===== src/rtl/tt_ctrl_seq_pkg.sv =====
// Shared types and default timing for the TinyTapeout mux control sequencer.
package tt_ctrl_seq_pkg;

    localparam int DEF_ADDR_W    = 10;
    localparam int DEF_T_ENA_OFF = 2;
    localparam int DEF_T_RST     = 4;
    localparam int DEF_P_HI      = 2;
    localparam int DEF_P_LO      = 2;
    localparam int DEF_T_SETTLE  = 8;

    // Phase timer width; every programmed duration fits in 1..15.
    localparam int TIMER_W = 4;

    typedef enum logic [2:0] {
        ST_IDLE,
        ST_DIS,
        ST_RST,
        ST_LO,
        ST_HI,
        ST_SETTLE,
        ST_ENA
    } state_e;

    // The timer counts down to zero and the phase ends in the zero cycle,
    // so a phase of N cycles loads N-1.
    function automatic logic [TIMER_W-1:0] dur_load(input int cycles);
        return TIMER_W'(cycles - 1);
    endfunction

endpackage


===== src/rtl/tt_ctrl_seq_if.sv =====
// Request handshake between a host and the control sequencer.
interface tt_ctrl_seq_if
    import tt_ctrl_seq_pkg::*;
#(
    parameter int ADDR_W = DEF_ADDR_W
);
    logic              req_valid;
    logic              req_ready;
    logic [ADDR_W-1:0] req_addr;
    logic              req_ena;
    logic              req_force_rst;

    modport master (
        output req_valid,
        output req_addr,
        output req_ena,
        output req_force_rst,
        input  req_ready
    );

    modport slave (
        input  req_valid,
        input  req_addr,
        input  req_ena,
        input  req_force_rst,
        output req_ready
    );
endinterface


===== src/rtl/tt_ctrl_seq_timer.sv =====
// Loadable 4-bit down-counter shared by every timed phase of the sequencer.
module tt_ctrl_seq_timer
    import tt_ctrl_seq_pkg::*;
(
    input  logic               clk,
    input  logic               rst_n,
    input  logic               load_i,
    input  logic [TIMER_W-1:0] load_val_i,
    output logic               zero_o
);

    logic [TIMER_W-1:0] count_q;

    // Load has priority; otherwise count down and park at zero.
    // NOTE: clocked state uses non-blocking assignments so every register
    // samples pre-edge values regardless of block evaluation order.
    always_ff @(posedge clk or negedge rst_n) begin
        if (!rst_n) begin
            count_q <= '0;
        end else if (load_i) begin
            count_q <= load_val_i;
        end else if (count_q != '0) begin
            count_q <= count_q - TIMER_W'(1);
        end
    end

    assign zero_o = (count_q == '0);

endmodule


===== src/rtl/tt_ctrl_seq.sv =====
// Sequences the mux design-select ripple counter: disable, optional counter
// reset, forward increment pulses, settle, then enable the selected design.
module tt_ctrl_seq
    import tt_ctrl_seq_pkg::*;
#(
    parameter int ADDR_W    = DEF_ADDR_W,
    parameter int T_ENA_OFF = DEF_T_ENA_OFF,
    parameter int T_RST     = DEF_T_RST,
    parameter int P_HI      = DEF_P_HI,
    parameter int P_LO      = DEF_P_LO,
    parameter int T_SETTLE  = DEF_T_SETTLE
) (
    input  logic              clk,
    input  logic              rst_n,
    tt_ctrl_seq_if.slave      req,
    output logic              ctrl_sel_rst_n,
    output logic              ctrl_sel_inc,
    output logic              ctrl_ena,
    output logic [ADDR_W-1:0] cur_addr,
    output logic              cur_valid,
    output logic              done
);

    state_e             state_q, state_d;
    logic [ADDR_W-1:0]  pcnt_q, pcnt_d;       // increment pulses still to issue
    logic [ADDR_W-1:0]  addr_q, addr_d;       // captured target address
    logic               ena_q, ena_d;         // captured enable value
    logic               run_rst_q, run_rst_d; // request needs a counter reset

    logic               sel_rst_n_q, sel_rst_n_d;
    logic               inc_q, inc_d;
    logic               ctrl_ena_q, ctrl_ena_d;
    logic [ADDR_W-1:0]  cur_addr_q, cur_addr_d;
    logic               cur_valid_q, cur_valid_d;
    logic               done_q, done_d;
    logic               ready_q, ready_d;

    logic               tmr_load;
    logic [TIMER_W-1:0] tmr_val;
    logic               tmr_zero;
    logic               pulses_left;

    tt_ctrl_seq_timer u_timer (
        .clk        (clk),
        .rst_n      (rst_n),
        .load_i     (tmr_load),
        .load_val_i (tmr_val),
        .zero_o     (tmr_zero)
    );

    assign pulses_left = (pcnt_q != '0);

    // Next-state, phase timer loads and registered-output next values.
    // NOTE: every signal written here gets a default first so no latch is
    // inferred on paths that do not assign it.
    always_comb begin
        state_d   = state_q;
        pcnt_d    = pcnt_q;
        addr_d    = addr_q;
        ena_d     = ena_q;
        run_rst_d = run_rst_q;
        tmr_load  = 1'b0;
        tmr_val   = '0;

        unique case (state_q)
            ST_IDLE: begin
                if (req.req_valid && ready_q) begin
                    addr_d    = req.req_addr;
                    ena_d     = req.req_ena;
                    run_rst_d = req.req_force_rst || !cur_valid_q;
                    // After a counter reset the counter sits at 0, so the
                    // pulse count is the target itself; otherwise count
                    // forward from the known address, wrapping.
                    pcnt_d    = (req.req_force_rst || !cur_valid_q)
                                ? req.req_addr
                                : req.req_addr - cur_addr_q;
                    state_d   = ST_DIS;
                    tmr_load  = 1'b1;
                    tmr_val   = dur_load(T_ENA_OFF);
                end
            end
            ST_DIS: begin
                if (tmr_zero) begin
                    tmr_load = 1'b1;
                    if (run_rst_q) begin
                        state_d = ST_RST;
                        tmr_val = dur_load(T_RST);
                    end else if (pulses_left) begin
                        state_d = ST_LO;
                        tmr_val = dur_load(P_LO);
                    end else begin
                        state_d = ST_SETTLE;
                        tmr_val = dur_load(T_SETTLE);
                    end
                end
            end
            ST_RST: begin
                if (tmr_zero) begin
                    tmr_load = 1'b1;
                    if (pulses_left) begin
                        state_d = ST_LO;
                        tmr_val = dur_load(P_LO);
                    end else begin
                        state_d = ST_SETTLE;
                        tmr_val = dur_load(T_SETTLE);
                    end
                end
            end
            ST_LO: begin
                if (tmr_zero) begin
                    state_d  = ST_HI;
                    pcnt_d   = pcnt_q - ADDR_W'(1);
                    tmr_load = 1'b1;
                    tmr_val  = dur_load(P_HI);
                end
            end
            ST_HI: begin
                if (tmr_zero) begin
                    tmr_load = 1'b1;
                    if (pulses_left) begin
                        state_d = ST_LO;
                        tmr_val = dur_load(P_LO);
                    end else begin
                        state_d = ST_SETTLE;
                        tmr_val = dur_load(T_SETTLE);
                    end
                end
            end
            ST_SETTLE: begin
                if (tmr_zero) begin
                    state_d = ST_ENA;
                end
            end
            ST_ENA: begin
                state_d = ST_IDLE;
            end
            default: begin
                state_d = ST_IDLE;
            end
        endcase

        // Outputs are registered from the next state so each one changes
        // exactly on the edge that enters the phase it belongs to.
        cur_addr_d  = (state_d == ST_ENA) ? addr_q : cur_addr_q;
        cur_valid_d = (state_d == ST_ENA) ? 1'b1   : cur_valid_q;
        sel_rst_n_d = !((state_d == ST_RST) ||
                        ((state_d == ST_IDLE) && !cur_valid_d));
        inc_d       = (state_d == ST_HI);
        done_d      = (state_d == ST_ENA);
        ready_d     = (state_d == ST_IDLE);
        if (state_d == ST_ENA) begin
            ctrl_ena_d = ena_q;
        end else if (state_d == ST_IDLE) begin
            ctrl_ena_d = ctrl_ena_q;
        end else begin
            ctrl_ena_d = 1'b0;
        end
    end

    // State, captured request and registered outputs.
    always_ff @(posedge clk or negedge rst_n) begin
        if (!rst_n) begin
            state_q     <= ST_IDLE;
            pcnt_q      <= '0;
            addr_q      <= '0;
            ena_q       <= 1'b0;
            run_rst_q   <= 1'b0;
            sel_rst_n_q <= 1'b0;
            inc_q       <= 1'b0;
            ctrl_ena_q  <= 1'b0;
            cur_addr_q  <= '0;
            cur_valid_q <= 1'b0;
            done_q      <= 1'b0;
            ready_q     <= 1'b1;
        end else begin
            state_q     <= state_d;
            pcnt_q      <= pcnt_d;
            addr_q      <= addr_d;
            ena_q       <= ena_d;
            run_rst_q   <= run_rst_d;
            sel_rst_n_q <= sel_rst_n_d;
            inc_q       <= inc_d;
            ctrl_ena_q  <= ctrl_ena_d;
            cur_addr_q  <= cur_addr_d;
            cur_valid_q <= cur_valid_d;
            done_q      <= done_d;
            ready_q     <= ready_d;
        end
    end

    assign ctrl_sel_rst_n = sel_rst_n_q;
    assign ctrl_sel_inc   = inc_q;
    assign ctrl_ena       = ctrl_ena_q;
    assign cur_addr       = cur_addr_q;
    assign cur_valid      = cur_valid_q;
    assign done           = done_q;
    assign req.req_ready  = ready_q;

endmodule

===== src/flat_wrapper.sv =====
// flat-port wrapper written by rule: the top's interface ports become plain ports
module tt_ctrl_seq_flat import tt_ctrl_seq_pkg::*;
#(
    parameter int ADDR_W    = DEF_ADDR_W,
    parameter int T_ENA_OFF = DEF_T_ENA_OFF,
    parameter int T_RST     = DEF_T_RST,
    parameter int P_HI      = DEF_P_HI,
    parameter int P_LO      = DEF_P_LO,
    parameter int T_SETTLE  = DEF_T_SETTLE
)
  (clk, rst_n, ctrl_sel_rst_n, ctrl_sel_inc, ctrl_ena, cur_addr, cur_valid, done, req_req_valid, req_req_addr, req_req_ena, req_req_force_rst, req_req_ready);
  tt_ctrl_seq_if #(.ADDR_W(ADDR_W)) req_i ();
  input  logic clk;
  input  logic rst_n;
  output logic ctrl_sel_rst_n;
  output logic ctrl_sel_inc;
  output logic ctrl_ena;
  output logic [ADDR_W-1:0] cur_addr;
  output logic cur_valid;
  output logic done;
  input wire logic [$bits(req_i.req_valid)-1:0] req_req_valid;
  input wire logic [$bits(req_i.req_addr)-1:0] req_req_addr;
  input wire logic [$bits(req_i.req_ena)-1:0] req_req_ena;
  input wire logic [$bits(req_i.req_force_rst)-1:0] req_req_force_rst;
  output wire logic [$bits(req_i.req_ready)-1:0] req_req_ready;
  assign req_i.req_valid = req_req_valid;
  assign req_i.req_addr = req_req_addr;
  assign req_i.req_ena = req_req_ena;
  assign req_i.req_force_rst = req_req_force_rst;
  assign req_req_ready = req_i.req_ready;
  tt_ctrl_seq #(.ADDR_W(ADDR_W), .T_ENA_OFF(T_ENA_OFF), .T_RST(T_RST), .P_HI(P_HI), .P_LO(P_LO), .T_SETTLE(T_SETTLE)) u_core (.clk(clk), .rst_n(rst_n), .req(req_i), .ctrl_sel_rst_n(ctrl_sel_rst_n), .ctrl_sel_inc(ctrl_sel_inc), .ctrl_ena(ctrl_ena), .cur_addr(cur_addr), .cur_valid(cur_valid), .done(done));
endmodule

===== config.mk =====
export PLATFORM = sky130hd
export DESIGN_NAME = tt_ctrl_seq_flat
export DESIGN_NICKNAME = d
export VERILOG_FILES = /design/src/rtl/tt_ctrl_seq_pkg.sv /design/src/rtl/tt_ctrl_seq_if.sv /design/src/rtl/tt_ctrl_seq_timer.sv /design/src/rtl/tt_ctrl_seq.sv /design/src/flat_wrapper.sv
export SDC_FILE = /design/constraint.sdc
export NUM_CORES = 1
export LEC_CHECK = 0
export BUFFER_PORTS_ARGS = -buffer_cell sky130_fd_sc_hd__buf_2
export CAP_MARGIN = 0
export CORE_MARGIN = 5
export CORE_UTILIZATION = 41
export DETAILED_ROUTE_END_ITERATION = 8
export PLACE_DENSITY = 0.59
export SYNTH_ARGS = -nofsm -noshare
export SYNTH_HDL_FRONTEND = slang
export SYNTH_SLANG_ARGS = --single-unit
export TNS_END_PERCENT = 20

===== constraint.sdc =====
create_clock -name clk -period 2.5 [get_ports clk]
set_input_delay 0.5 -clock clk [delete_from_list [all_inputs] [get_ports clk]]
set_output_delay 0.5 -clock clk [all_outputs]
set_load 0.05 [all_outputs]

== Word level (Yosys, flattened, before mapping) ==
Index checks and enable logic that the tools add are counted.
Widths: inputs -> output; s select.
Word-level totals
  output and inout port bits: 16
  register bits after elaboration: 45
  logic and storage cells: 72
Operators by class
  reduce and logical (&&, ||, !) cells: 18
  add/sub/neg operators: 3
  mux-type cells: 27
  equal/unequal tests: 11
Operators with widths (count)
  $mux 10: 3
  $mux 3: 9
  $pmux 10 s2: 1
  $mux 4: 4
  $pmux 4 s4: 1
  $pmux 3 s5: 1
  $eq 3x3->1 const B: 4
  $reduce_bool 10->1: 1
  $sub 10x1->10 const B: 1
  $sub 10x10->10: 1
  $eq 3x2->1 const B: 3
  $mux 1: 7
  $logic_not 3->1: 2
  $ne 2x1->1 const B: 3
  $logic_not 4->1: 1
  $reduce_bool 2->1: 2
  $reduce_bool 4->1: 1
  $reduce_or 4->1: 1
  $sub 4x1->4 const B: 1
  $eq 3x1->1 const B: 1
  $logic_not 1->1: 3
  $reduce_and 3->1: 1
  $logic_and 1x1->1: 2
  $logic_or 1x1->1: 2
  3 further kinds: 3

== Longest topological paths before layout ==
  depth after elaboration: 11
  mapped depth: 9
  depth with buffers taken out: 9

== Modules after synthesis ==
From an unflattened synthesis, not the netlist that was laid out.
Second synthesis, totals
  cell total of the unflattened synthesis: 304
  area, all modules: 2767.7 um^2
By module, submodules not included
  tt_ctrl_seq: instances 1, area an instance 2533.7 um^2, cells each 282
  tt_ctrl_seq_timer: instances 1, area an instance 234.0 um^2, cells each 22

== Worst setup path before layout ==
Ideal clock, no wire load.
  kind: register -> register
  from: register u_core.u_timer.count_q[0]
  to: register u_core.ctrl_ena_q (netlist: u_core.ctrl_ena)
  required time: 2.433 ns
  path slack: 0.358 ns
  stages on the path, launching flop included: 10
  period minus slack after synthesis: 2.142 ns
  setup time: 0.067 ns
  arrival: 2.075 ns
  cells stage by stage: dfrtp_1 inv_1 ha_1 or3b_2 buf_2 o21ai_0 o21ai_0 a211o_2 nor3_4 a22o_1
Between the ends
  longest elaborated chain between the ends: 5
Ends and longest elaborated chain
  start: declaration: RTL line tt_ctrl_seq_timer.sv:12  | logic [TIMER_W-1:0] count_q;
  start signal: assignment: RTL line tt_ctrl_seq_timer.sv:21  | count_q <= load_val_i;
  start signal: assignment: RTL line tt_ctrl_seq_timer.sv:23  | count_q <= count_q - TIMER_W'(1);
  $logic_not 4->1 *: RTL line tt_ctrl_seq_timer.sv:27  | assign zero_o = (count_q == '0);
  $mux 3, on equally long branches
  $pmux 3 s5 *: RTL line tt_ctrl_seq.sv:65  | unique case (state_q)
  named net u_core.state_d[0]: RTL line tt_ctrl_seq.sv:24  | state_e state_q, state_d;
  $logic_not 3->1 *
  named net u_core.ready_d: RTL line tt_ctrl_seq.sv:36  | logic ready_q, ready_d;
  $ne 2x1->1 (no source line) *
  end signal: assignment: RTL line tt_ctrl_seq.sv:183  | ctrl_ena_q <= ctrl_ena_d;
  end: declaration: RTL line tt_ctrl_seq.sv:32  | logic ctrl_ena_q, ctrl_ena_d;
The timed path passes the listed nets; every way through them passes the cells marked *.
A chain may end at the register's enable or synchronous reset.

== Final worst setup path ==
Same ends and word-level chain as after synthesis.

==> results.yml <==
pwr:
  max-vdd-ir-drop_uv: 544
  p_int_mw: 1.96
  power.density_nw_per_um2: 1220
  p_leak_nw: 1.39
  seqPwrFrac_pct: 35.4
  clkPwrFrac_pct: 11.8
  netSwitchingPower_mw: 1.74
  power_frac_comb_pct: 52.7
  power_switching_share_pct: 47.1
clock_network:
  clockBufferDepth: 2
  cts_resized: 0
  hold_buffers: 0
  numCtsBuffers: 5
  clkSinkCount: 45
  htreeDepth: 2
  cts_tree: "built"
  cts_root_buf: "clkbuf_8"
  post-cts-setup-buffers: 0
  insertion_delay_ns: 0.30
  path_clk_slew_ns: 0.08
timing:
  hold_ws_ns: 0.151
  fmaxAchievable_mhz: 448
  drv_slew: 0
  slew_headroom_pct: 41.8
  rsz0062_at_grt: "false"
  hold_viol_final: 0
  setup_viol: 0
  skew_ns: 0.0103
  tns_ns: 0
  period_share_pct: 89.3
  tightest_slew_ns: 0.873
  fin_crit_ns: 2.23
final_layout:
  nets: 369
  diodes: 0
  fillers: 624
  regArea_sq_um: 1130
  multi_input_area_sq_um: 1440
  fin_cells: 419
  syn_to_final_growth_pct: 10.6
  layout-drive-gt1-share_pct: 17.0
global_routing:
  antenna_found_initial: 0
  overflow: 0
  grt_usage_pct: 16.3
  grt_pass1_wl_mm: 11.1
  grt_pass1_vias: 2277
  grt_max_degree: 28
place:
  gp_congestion: 0.840
  io_buffer_count: 30
  dp_hpwl_mm: 4.76
  placed_cells: 411
synth:
  synth.area.top_cells: "dfrtp_1 40%, nand2_1 7.3%, ha_1 5.5%"
  synth-main-ff-cell: "dfrtp_1"
  synth.top_cell.area_share_pct: 40.2
  netlist_area_sq_um: 2740
  syn-instance-count: 313
  synth-edff-count: 0
  syn_area_per_cell_sq_um: 8.74
  ys_ff_latch: 45
  syn_nets: 341
  synth-seq-area-share_pct: 41.2
  synth.distinct_cells: 57
  yosys.area.top_type: "dfrtp_1"
  ys_async_sr_fraction_pct: 100
  ys_warn_count: 0
run_status:
  status: "finished, final reports clean"
run:
  maxCapViolCount: 0
drt:
  wl_per_cell_microns: 15.2
  drt_iter0_markers: 137
  drt-vias-per-instance: 5.54
  drc: 0
  ant_nets: 0
  routed-via-count: 2321
  routed_wl_mm: 6.36
  drt-pass1-iter-count: 4
critical_path:
  r2r_start: "u_core.u_timer.count_q[0]"
  crit_fanout: 6
  crit_path_start: "u_core.u_timer.count_q[0]"
  startpoint_type: "flip-flop"
  worstPathRequired_ns: 2.74
  worstPathArrival_ns: 2.47
  critPathCaptureType: "flip-flop"
  crit_type: "reg -> reg"
die:
  die-height_microns: 91.7
  start_util_pct: 42.6
  fp.dieW_microns: 91.7
  core_sq_um: 6420
  pin_count: 31
  dieArea_sq_um: 8410
  rows: 29
min_path:
  hp-class: "in -> async"
==> metrics by stage <==
stage	area (sq um)	setup slack, ns	util [%]	power (mW)
2_1_floorplan	2740	0.358	-	2.85
3_3_place_gp	2940	0.309	45.8	3.27
3_5_place_dp	2940	0.277	45.8	3.27
4_1_cts	3030	0.264	47.1	3.73
5_1_grt	3030	0.115	47.1	4.04
6_report	3030	0.268	47.1	3.70
==> cells in the mapped netlist (5+ instances only) <==
cell type	number
xnor2_1	5
dfrtp_1	44
nand3_1	8
nor3_1	12
ha_1	12
o21ai_0	28
clkbuf_1	8
inv_1	18
o211ai_1	6
nand2_1	53
a31oi_1	9
nor2_1	19
nand2b_1	7
a21oi_1	15
==> logic make-up after synthesis <==
logic type,synth area share (%)
AO/OA/AOI/OAI,20.1
XOR/XNOR,2.56
adder cells (fa/ha/maj),6.22
buffers and inverters,6.03
flip-flops,41.2
multiplexers,0.823
AND/OR/NAND/NOR,23.1
==> per-layer routing <==
metal	track usage, %	share of wire [%]
met3	2.95	3.6
met5	0	0
met4	4.21	1.1
met2	26.7	47
met1	22.4	48
==> critical path, cell delays in order, from the launching register on <==
cell and delay [ns]:
dfrtp_1 0.38, inv_1 0.09, ha_1 0.22, or3b_2 0.53
o21ai_0 0.16, o21ai_0 0.09, a211o_2 0.39, nor3_4 0.18
a22o_1 0.14
==> sequential cells by signal (all words and copies together), names as in the netlist, 3 cells and up <==
| name | flops |
|---|---|
| u_core.addr_q | 10 |
| u_core.pcnt_q | 10 |
| u_core.state_q | 3 |
| u_core.u_timer.count_q | 4 |
| u_core.cur_addr | 10 |
==> power by group through the flow <==
stage	Combinational [mW]	Clock (mW)	Sequential, mW
6_report	1.95	0.437	1.31
5_1_grt	2.19	0.478	1.37
4_1_cts	1.96	0.456	1.31
3_5_place_dp	1.95	0	1.32
3_3_place_gp	1.95	0	1.32
2_1_floorplan	1.31	0	1.54
==> final cells by class <==
class | count | area share (%)
repair buffers | 36 | 6.87
clock inverters | 2 | 0.331
well taps | 77 | 3.18
clock buffers | 6 | 2.40
flip-flops and latches | 45 | 37.3
inverters | 18 | 2.23
multi-input cells | 235 | 47.7
==> final timing paths <==
path | to | slack (ns) | depth (start not counted)
worst min register to register | u_core.addr_q[3] | 0.48 | 2
worst max-delay path | u_core.ctrl_ena | 0.27 | 8
min in group clk | u_core.ena_q | 0.38 | 3
worst min-delay path | u_core.state_q[0] | 0.15 | 1
max in group asynchronous | u_core.req.req_ready | 1.78 | 2
worst max register to register | u_core.ctrl_ena | 0.27 | 8
==> placed cells by master, fill, tap and decap left out, types with 2 or more instances in the layout <==
master	Yosys	layout
nor2b_1	3	3
a22o_1	2	2
nor3b_1	2	2
clkbuf_8	1	5
a21o_1	2	2
inv_1	18	18
or2_2	2	2
nor4_1	4	4
nand2_1	53	53
nand3b_1	3	3
a31oi_1	9	9
o21ai_0	28	28
a211oi_1	4	4
buf_2	1	30
a21oi_1	15	15
xor2_1	3	3
nor3_4	2	2
nor3_1	12	12
xnor2_1	5	5
ha_1	12	12
o211ai_1	6	6
o41ai_1	2	2
clkinv_2	0	2
mux2_2	2	2
nand2b_1	7	7
o21a_1	2	2
nand3_1	8	8
and3_1	4	4
dfrtp_1	44	44
buf_4	2	5
nor2_1	19	19
(Power assumes the default switching activity.)
